==> config.mk <==
export PLATFORM = sky130hd
export DESIGN_NAME = dma_sector_mover
export DESIGN_NICKNAME = d
export VERILOG_FILES = /design/src/rtl/dma_sector_mover.sv
export SDC_FILE = /design/constraint.sdc
export NUM_CORES = 1
export LEC_CHECK = 0
export ABC_CLOCK_PERIOD_IN_PS = 2740
export BUFFER_PORTS_ARGS = -buffer_cell sky130_fd_sc_hd__buf_4
export CAP_MARGIN = 10
export CORE_ASPECT_RATIO = 0.6
export CORE_MARGIN = 2
export CORE_UTILIZATION = 59
export DETAILED_ROUTE_END_ITERATION = 8
export GPL_TIMING_DRIVEN = 1
export PLACE_DENSITY_LB_ADDON = 0.08
export SYNTH_ARGS = -nofsm -noshare
export SYNTH_HDL_FRONTEND = slang
export SYNTH_SLANG_ARGS = --single-unit
==> constraint.sdc <==
create_clock -name clk -period 2.74 [get_ports clk]
set_input_delay 0.548 -clock clk [delete_from_list [all_inputs] [get_ports clk]]
set_output_delay 0.548 -clock clk [all_outputs]
set_load 0.01 [all_outputs]
==> src/rtl/dma_sector_mover.sv <==
`default_nettype none
// +--------------------------------------------------------------------------+
// | dma_sector_mover: packs the data_io byte stream into big-endian words and |
// | writes them to ST RAM via a req/ack port, tracking address and sectors.   |
// | Revision: 1.0                                                             |
// +--------------------------------------------------------------------------+
module dma_sector_mover #(
    parameter int FIFO_DEPTH   = 8,
    parameter int SECTOR_WORDS = 256
) (
    input  logic        clk,
    input  logic        reset,
    input  logic        start,
    input  logic [23:0] base,
    input  logic [7:0]  scnt,
    input  logic [7:0]  byte_in,
    input  logic        byte_strobe,
    output logic        byte_ready,
    output logic        mem_req,
    output logic [22:0] mem_addr,
    output logic [15:0] mem_data,
    input  logic        mem_ack,
    output logic        busy,
    output logic        done,
    output logic [23:0] cur_addr,
    output logic [7:0]  sectors_left,
    output logic        overrun
);
    localparam int PTR_W = $clog2(FIFO_DEPTH);
    localparam int SW_W  = $clog2(SECTOR_WORDS);
    localparam logic [PTR_W:0]  FULL_CNT = (PTR_W + 1)'(FIFO_DEPTH);
    localparam logic [SW_W-1:0] LAST_SW  = SW_W'(SECTOR_WORDS - 1);

    typedef enum logic [1:0] {
        S_IDLE   = 2'd0,
        S_RUN    = 2'd1,
        S_DRAIN  = 2'd2,
        S_FINISH = 2'd3
    } state_t;

    state_t            state_q, state_d;
    logic [22:0]       word_addr_q, word_addr_d;
    logic [7:0]        sectors_q, sectors_d;
    logic [16:0]       byte_cnt_q, byte_cnt_d;
    logic [7:0]        hi_q, hi_d;
    logic              odd_q, odd_d;
    logic              overrun_q, overrun_d;
    logic              busy_q, busy_d;
    logic              done_q, done_d;
    logic              mem_req_q, mem_req_d;
    logic [SW_W-1:0]   sw_cnt_q, sw_cnt_d;
    logic [PTR_W-1:0]  wr_ptr_q, wr_ptr_d;
    logic [PTR_W-1:0]  rd_ptr_q, rd_ptr_d;
    logic [PTR_W:0]    cnt_q, cnt_d;
    logic [15:0]       fifo_mem_q [FIFO_DEPTH];

    logic fifo_full;
    logic accept;
    logic push;
    logic pop;
    logic unused_base0;

    assign unused_base0 = base[0];
    assign fifo_full    = (cnt_q == FULL_CNT);
    assign byte_ready   = (state_q == S_RUN) && !fifo_full;
    assign accept       = byte_ready && byte_strobe;
    // A word is complete on the second byte of each pair.
    assign push         = accept && odd_q;
    assign pop          = mem_req_q && mem_ack;

    assign mem_req      = mem_req_q;
    assign mem_addr     = word_addr_q;
    assign mem_data     = fifo_mem_q[rd_ptr_q];
    assign busy         = busy_q;
    assign done         = done_q;
    assign cur_addr     = {word_addr_q, 1'b0};
    assign sectors_left = sectors_q;
    assign overrun      = overrun_q;

    always_comb begin
        state_d     = state_q;
        word_addr_d = word_addr_q;
        sectors_d   = sectors_q;
        byte_cnt_d  = byte_cnt_q;
        hi_d        = hi_q;
        odd_d       = odd_q;
        overrun_d   = overrun_q;
        busy_d      = busy_q;
        done_d      = 1'b0;
        sw_cnt_d    = sw_cnt_q;
        wr_ptr_d    = push ? wr_ptr_q + PTR_W'(1) : wr_ptr_q;
        rd_ptr_d    = pop  ? rd_ptr_q + PTR_W'(1) : rd_ptr_q;
        cnt_d       = cnt_q;
        // Request drops the cycle after an ack, enforcing an idle gap between writes.
        mem_req_d   = mem_req_q ? !mem_ack : (cnt_q != '0);

        unique case ({push, pop})
            2'b10:   cnt_d = cnt_q + (PTR_W + 1)'(1);
            2'b01:   cnt_d = cnt_q - (PTR_W + 1)'(1);
            default: cnt_d = cnt_q;
        endcase

        unique case (state_q)
            S_IDLE: begin
                if (start) begin
                    word_addr_d = base[23:1];
                    sectors_d   = scnt;
                    byte_cnt_d  = {scnt, 9'd0};
                    overrun_d   = 1'b0;
                    odd_d       = 1'b0;
                    sw_cnt_d    = '0;
                    busy_d      = 1'b1;
                    state_d     = (scnt == 8'd0) ? S_FINISH : S_RUN;
                end
            end
            S_RUN: begin
                if (byte_strobe && fifo_full) begin
                    overrun_d = 1'b1;
                end
                if (accept) begin
                    byte_cnt_d = byte_cnt_q - 17'd1;
                    odd_d      = !odd_q;
                    if (!odd_q) begin
                        hi_d = byte_in;
                    end
                    if (byte_cnt_q == 17'd1) begin
                        state_d = S_DRAIN;
                    end
                end
            end
            S_DRAIN: begin
                if (cnt_q == '0 && !mem_req_q) begin
                    state_d = S_FINISH;
                end
            end
            S_FINISH: begin
                busy_d  = 1'b0;
                done_d  = 1'b1;
                state_d = S_IDLE;
            end
            default: state_d = S_IDLE;
        endcase

        if (pop) begin
            word_addr_d = word_addr_q + 23'd1;
            sw_cnt_d    = (sw_cnt_q == LAST_SW) ? '0 : sw_cnt_q + SW_W'(1);
            if (sw_cnt_q == LAST_SW) begin
                sectors_d = sectors_q - 8'd1;
            end
        end
    end

    always_ff @(posedge clk or negedge reset) begin
        if (!reset) begin
            state_q     <= S_IDLE;
            word_addr_q <= '0;
            sectors_q   <= '0;
            byte_cnt_q  <= '0;
            hi_q        <= '0;
            odd_q       <= 1'b0;
            overrun_q   <= 1'b0;
            busy_q      <= 1'b0;
            done_q      <= 1'b0;
            mem_req_q   <= 1'b0;
            sw_cnt_q    <= '0;
            wr_ptr_q    <= '0;
            rd_ptr_q    <= '0;
            cnt_q       <= '0;
            for (int i = 0; i < FIFO_DEPTH; i++) begin
                fifo_mem_q[i] <= '0;
            end
        end else begin
            state_q     <= state_d;
            word_addr_q <= word_addr_d;
            sectors_q   <= sectors_d;
            byte_cnt_q  <= byte_cnt_d;
            hi_q        <= hi_d;
            odd_q       <= odd_d;
            overrun_q   <= overrun_d;
            busy_q      <= busy_d;
            done_q      <= done_d;
            mem_req_q   <= mem_req_d;
            sw_cnt_q    <= sw_cnt_d;
            wr_ptr_q    <= wr_ptr_d;
            rd_ptr_q    <= rd_ptr_d;
            cnt_q       <= cnt_d;
            if (push) begin
                fifo_mem_q[wr_ptr_q] <= {hi_q, byte_in};
            end
        end
    end
endmodule
`default_nettype wire

# Word level (Yosys, flattened, before mapping)
# Index checks and enable logic that the tools add are counted.
# classes
reduce_logical	26
order_cmp	3
n_bitwise	3
n_addsub	8
muxes	36
n_eq_ne	13
# ops
operator	n
128-bit bitwise mux	1
23-bit 2-to-1 mux	3
8-bit 2-to-1 mux	8
16-bit binary-select mux with 3-bit select	1
16-bit demux with 3-bit select	1
16-bit 2-to-1 mux	3
17-bit 2-to-1 mux	2
17-bit case mux with 2 select lines	1
23-bit by 1-bit adder with 23-bit output, second input constant	1
17-bit by 1-bit == test with 1-bit output, second input constant	1
17-bit by 1-bit subtractor with 17-bit output, second input constant	1
2-bit 2-to-1 mux	5
2-bit nonzero test	5
3-bit AND reduction	3
8-bit by 1-bit adder with 8-bit output, second input constant	1
8-bit == test, second input constant	1
4-bit >= comparator, second input constant	2
8-bit zero test	1
3-bit inverter with 4-bit output	2
2-bit case mux with 4 select lines	1
4-bit case mux with 2 select lines	1
8-bit by 1-bit subtractor with 8-bit output, second input constant	1
1-bit logical AND	7
3-bit by 1-bit adder with 3-bit output, second input constant	2
other kinds (17)	34
# word_totals
inputBits	45
wordCells	111
ff_bits	209

# Depth between registers and ports, before layout
# logic_depth
ltp_word	7
ltp_mapped	11
ltp_nobuf	11

# Worst setup path after synthesis
# Ideal clock, no wire load.
# synth_path
kind	input to register
startpoint	input port byte_strobe
endpoint	register cnt_q[2]
slack_ps	159
n_path_buf	1
arrival_time_ps	2455
setup_time_ps	126
cell_stages	10
path_cell_list	clkbuf_1 and3_4 nand2_1 ha_1 xor2_1 ha_1 a21oi_1 xor2_1 nor2_1 xor2_1
# synth_via
elab_chain_len	4
elab_cells_between_ends	6
# synth_lines
element	line	source
start, declared	17	input logic byte_strobe,
1-bit logical AND (*)	66	assign accept = byte_ready && byte_strobe;
1-bit logical AND (*)	68	assign push = accept && odd_q;
2-bit by 1-bit == test with 1-bit output or 2-bit == test (tied branches)	97	unique case ({push, pop})
4-bit case mux with 2 select lines or 2-bit nonzero test (tied branches)	n/a	
end signal, assigned	186	cnt_q <= cnt_d;
end, declared	54	logic [PTR_W:0] cnt_q, cnt_d;
# Every way passes the cells marked *; elsewhere a longest branch is shown, timed or not.
# A chain may end at the register's enable or synchronous reset.

# Worst setup path after layout
# layout_path
startpoint	register rd_ptr_q[0]
endpoint	output port mem_data[8]
# layout_via
elab_chain_len	4
# layout_lines
element	line	source
start, declared	53	logic [PTR_W-1:0] rd_ptr_q, rd_ptr_d;
start signal, assigned	185	rd_ptr_q <= rd_ptr_d;
3-bit inverter with 4-bit output (not written as such)	73	assign mem_data = fifo_mem_q[rd_ptr_q];
16-bit binary-select mux with 3-bit select	73	
16-bit 2-to-1 mux (not written as such) (2 in series)	73	
end, declared	21	output logic [15:0] mem_data,
# No other way between the ends. The select of a mux whose other input is x is not followed.

==> results by group <==
Placed design
  • Cell count after placement: 1178
  • GPL Wtd Cong: 0.869
  • Placed wire-length estimate: 17200 µm
  • IO Port Bufs: 118

STA
  • Fin Setup TNS: 0 ps
  • Fmax: 0.375 GHz
  • Setup-failing EPs final: 0
  • WHS: 21.7 ps
  • Unrepaired setup endpoints after global routing: false
  • Final period utilization: 0.974
  • Least-Margin Pin Slew: 1100 ps
  • Minimum clock period: 2670 ps
  • Pins Over Slew Limit: 0
  • Clock skew: 17.4 ps
  • Final hold vios: 0
  • Slew Limit Headroom: 0.267

CTS
  • H-tree levels: 1
  • Num CTS Buffers: 21
  • Root buffer cell: clkbuf_16
  • CTS tree: built
  • Post-CTS Setup Bufs: 0
  • Clock Path Buffers: 3
  • CTS Sinks: 209
  • Worst-path clk slew: 60 ps
  • Worst skew pair latency: 500 ps

Synth
  • Syn Area/Cell: 12.5 µm²
  • Yosys cell types: 72
  • Area leader, netlist: dfrtp_1
  • Synth warn: 0
  • Primary FF master, synth: dfrtp_1
  • Share of the synthesized area in the top cell type: 0.488
  • Sequential share of the synthesized area: 0.488
  • Syn Inst Count: 854
  • EDFF count, synth: 0
  • Post-synthesis net count: 913
  • Area contributors post-synth: dfrtp_1 (49%), mux2_2 (12%), mux4_2 (6.7%)
  • Asr flop ratio synth: 1.00
  • Synth Register Bits: 209
  • Mapped Area: 10700 µm²

Detailed routing
  • Routed Antenna Nets: 0
  • Vias/cell: 6.17
  • DR WL/cell: 21.0 µm
  • Router iterations before antenna repair: 5
  • Via Count: 7485
  • DR iter-0 viols: 596
  • Number of remaining DRC errors: 0
  • Routed wire length: 25500 µm

Power
  • Worst VDD drop: 0.717 mV
  • Power Density: 1070 nW/µm²
  • Overall power: 0.0133 W
  • P_leak: 5.46 nW

Final layout
  • Commonest non-fill, non-tap cells in the layout: dfrtp_1 (207), buf_4 (142), mux2_2 (113), nand2_1 (59), nor2_1 (55)
  • Finished Core Util: 0.694
  • Layout Area Growth over Synthesis: 16.2%
  • Non-filler cells, final: 1213
  • Diodes inserted: 0
  • # fillers: 1237
  • Share of cells above drive strength 1: 0.401
  • Most common cell after layout, fill and taps aside: dfrtp_1
  • Count of nets after finishing: 1020

Flow run
  • Maxcap violations: 0

GRT
  • Total gr overflow: 0
  • GRT met3 Usage: 0.0450
  • M2 GR Usage: 0.413
  • Busiest layer in global routing: met1
  • Antenna violations before repair: 0
  • Largest net degree at the start of global routing: 70
  • Met1 Use GR: 0.417
  • Vias in the first global route: 7464
  • First-pass GRT wire length: 40800 µm
  • All-Layer GR Usage: 0.271

Critical path
  • Req. time, crit path: 2190 ps
  • Worst Path Buf+Inv: 2
  • Crit path capture type: primary output
  • CP max stage delay: 560 ps
  • Critical Path AT: 2120 ps
  • CP Cell Sequence: buf_8 > mux4_2 > mux2_2 > buf_4
  • CP Max Fanout: 16
  • WS Path Type: reg2out
  • Crit start category: register
  • Crit path max-delay family: multiplexers
  • Critical path's slowest cell: mux4_2

Floorplanning
  • Die width: 178 µm
  • IO Count: 121
  • Starting Density: 0.598
  • FP Rows: 38
  • Die height: 108 µm
  • CORE AREA: 17900 µm²
  • Full die area: 19300 µm²

Min path
  • Hold/Removal Path Class: in2async

Outcome
  • Status: finished, final reports clean
logic make-up (layout without fill, tap and decap cells):
kind of cell               Yosys count  after routing  synth area share
adders and majority gates           14             14            0.0164
AOI/OAI and AO/OA                  120            120            0.0752
other                                1              1          0.000350
DFF                                209            209             0.488
muxes                              193            193             0.250
xor gates and xnor gates            15             15            0.0123
and+or+nand+nor                    223            223             0.115
buffers and inverters               79            198            0.0426
stage by stage:
step | worst slack, ps | cell area (µm²)
4_1_cts | 5.06 | 12400
3_3_place_gp | 229 | 11800
5_1_grt | 3.29 | 12400
6_report | 71.1 | 12400
2_1_floorplan | 159 | 10700
3_5_place_dp | 179 | 11800
final cells by class:
type	count	area (µm²)	share of cell area
inverters	14	52.6	0.00422
clock buffers	26	554	0.0445
multi-input cells	566	5030	0.404
well taps	240	300	0.0241
flip-flops and latches	209	5230	0.420
repair buffers	149	1190	0.0960
clock inverters	9	81.3	0.00654
timing repair:
action / in CTS / in global routing
hold buffers: 0 / 0
endpoints found under the setup margin: 7 / 4
gates resized for setup: 1 / 3
report_power, final:
part	switching, W	leakage [nW]	internal [W]
registers	0.00112	2.61	0.00432
logic	0.00209	2.55	0.00305
clock network	0.00118	0.305	0.00153
total	0.00440	5.46	0.00890
synthesized netlist by cell type (4+ instances only):
| cell type | instances |
|---|---|
| o22ai_1 | 7 |
| a21oi_1 | 27 |
| buf_6 | 8 |
| a211oi_1 | 4 |
| nand4_1 | 10 |
| nand2_1 | 59 |
| nor2b_1 | 9 |
| nor3_4 | 4 |
| inv_1 | 14 |
| nor3_1 | 20 |
| o22a_1 | 4 |
| nor4_1 | 7 |
| nand2b_1 | 5 |
| or3_1 | 5 |
| mux4_2 | 32 |
| a311oi_1 | 7 |
| nand3_1 | 20 |
| clkbuf_1 | 22 |
| nor2_1 | 55 |
| buf_2 | 8 |
| dfrtp_1 | 209 |
| buf_4 | 24 |
| o21ai_0 | 29 |
| xnor2_1 | 10 |
| mux2_4 | 40 |
| o31ai_1 | 4 |
| ha_1 | 14 |
| mux2_2 | 113 |
| o211ai_1 | 5 |
| a31oi_1 | 7 |
| mux2i_1 | 5 |
| xor2_1 | 5 |
path summary, 6_finish.rpt:
kind | cells past startpoint | from | to | slack [ps]
min in group clk | 3 | base[7] | mem_addr[6]$_DFFE_PN0P_ | 270
max reg2reg | 6 | state_q[1]$_DFFE_PN0P_ | fifo_mem_q[120]$_DFFE_PN0P_ | 160
min | 1 | reset | mem_addr[3]$_DFFE_PN0P_ | 20
max in group asynchronous | 3 | reset | fifo_mem_q[21]$_DFFE_PN0P_ | 1810
max | 4 | rd_ptr_q[0]$_DFFE_PN0N_ | mem_data[8] | 70
min reg2reg | 1 | fifo_mem_q[118]$_DFFE_PN0P_ | fifo_mem_q[118]$_DFFE_PN0P_ | 490
flip-flops by register name (all words and copies together) (netlist names):
name and flops:
busy 1, byte_cnt_q 17, cnt_q 4, done 1, fifo_mem_q 128, hi_q 8
mem_addr 23, mem_req 1, odd_q 1, overrun 1, rd_ptr_q 3, sectors_left 8
state_q 2, sw_cnt_q 8, wr_ptr_q 3
layer usage:
metal  wire length (µm)  vias to the layer above
li1                   -                     3362
met1              12200                     3841
met4                256                        0
met2              11500                      254
met3               1570                       28
met5                  0                        -
Power figures use the tool's default switching activity.
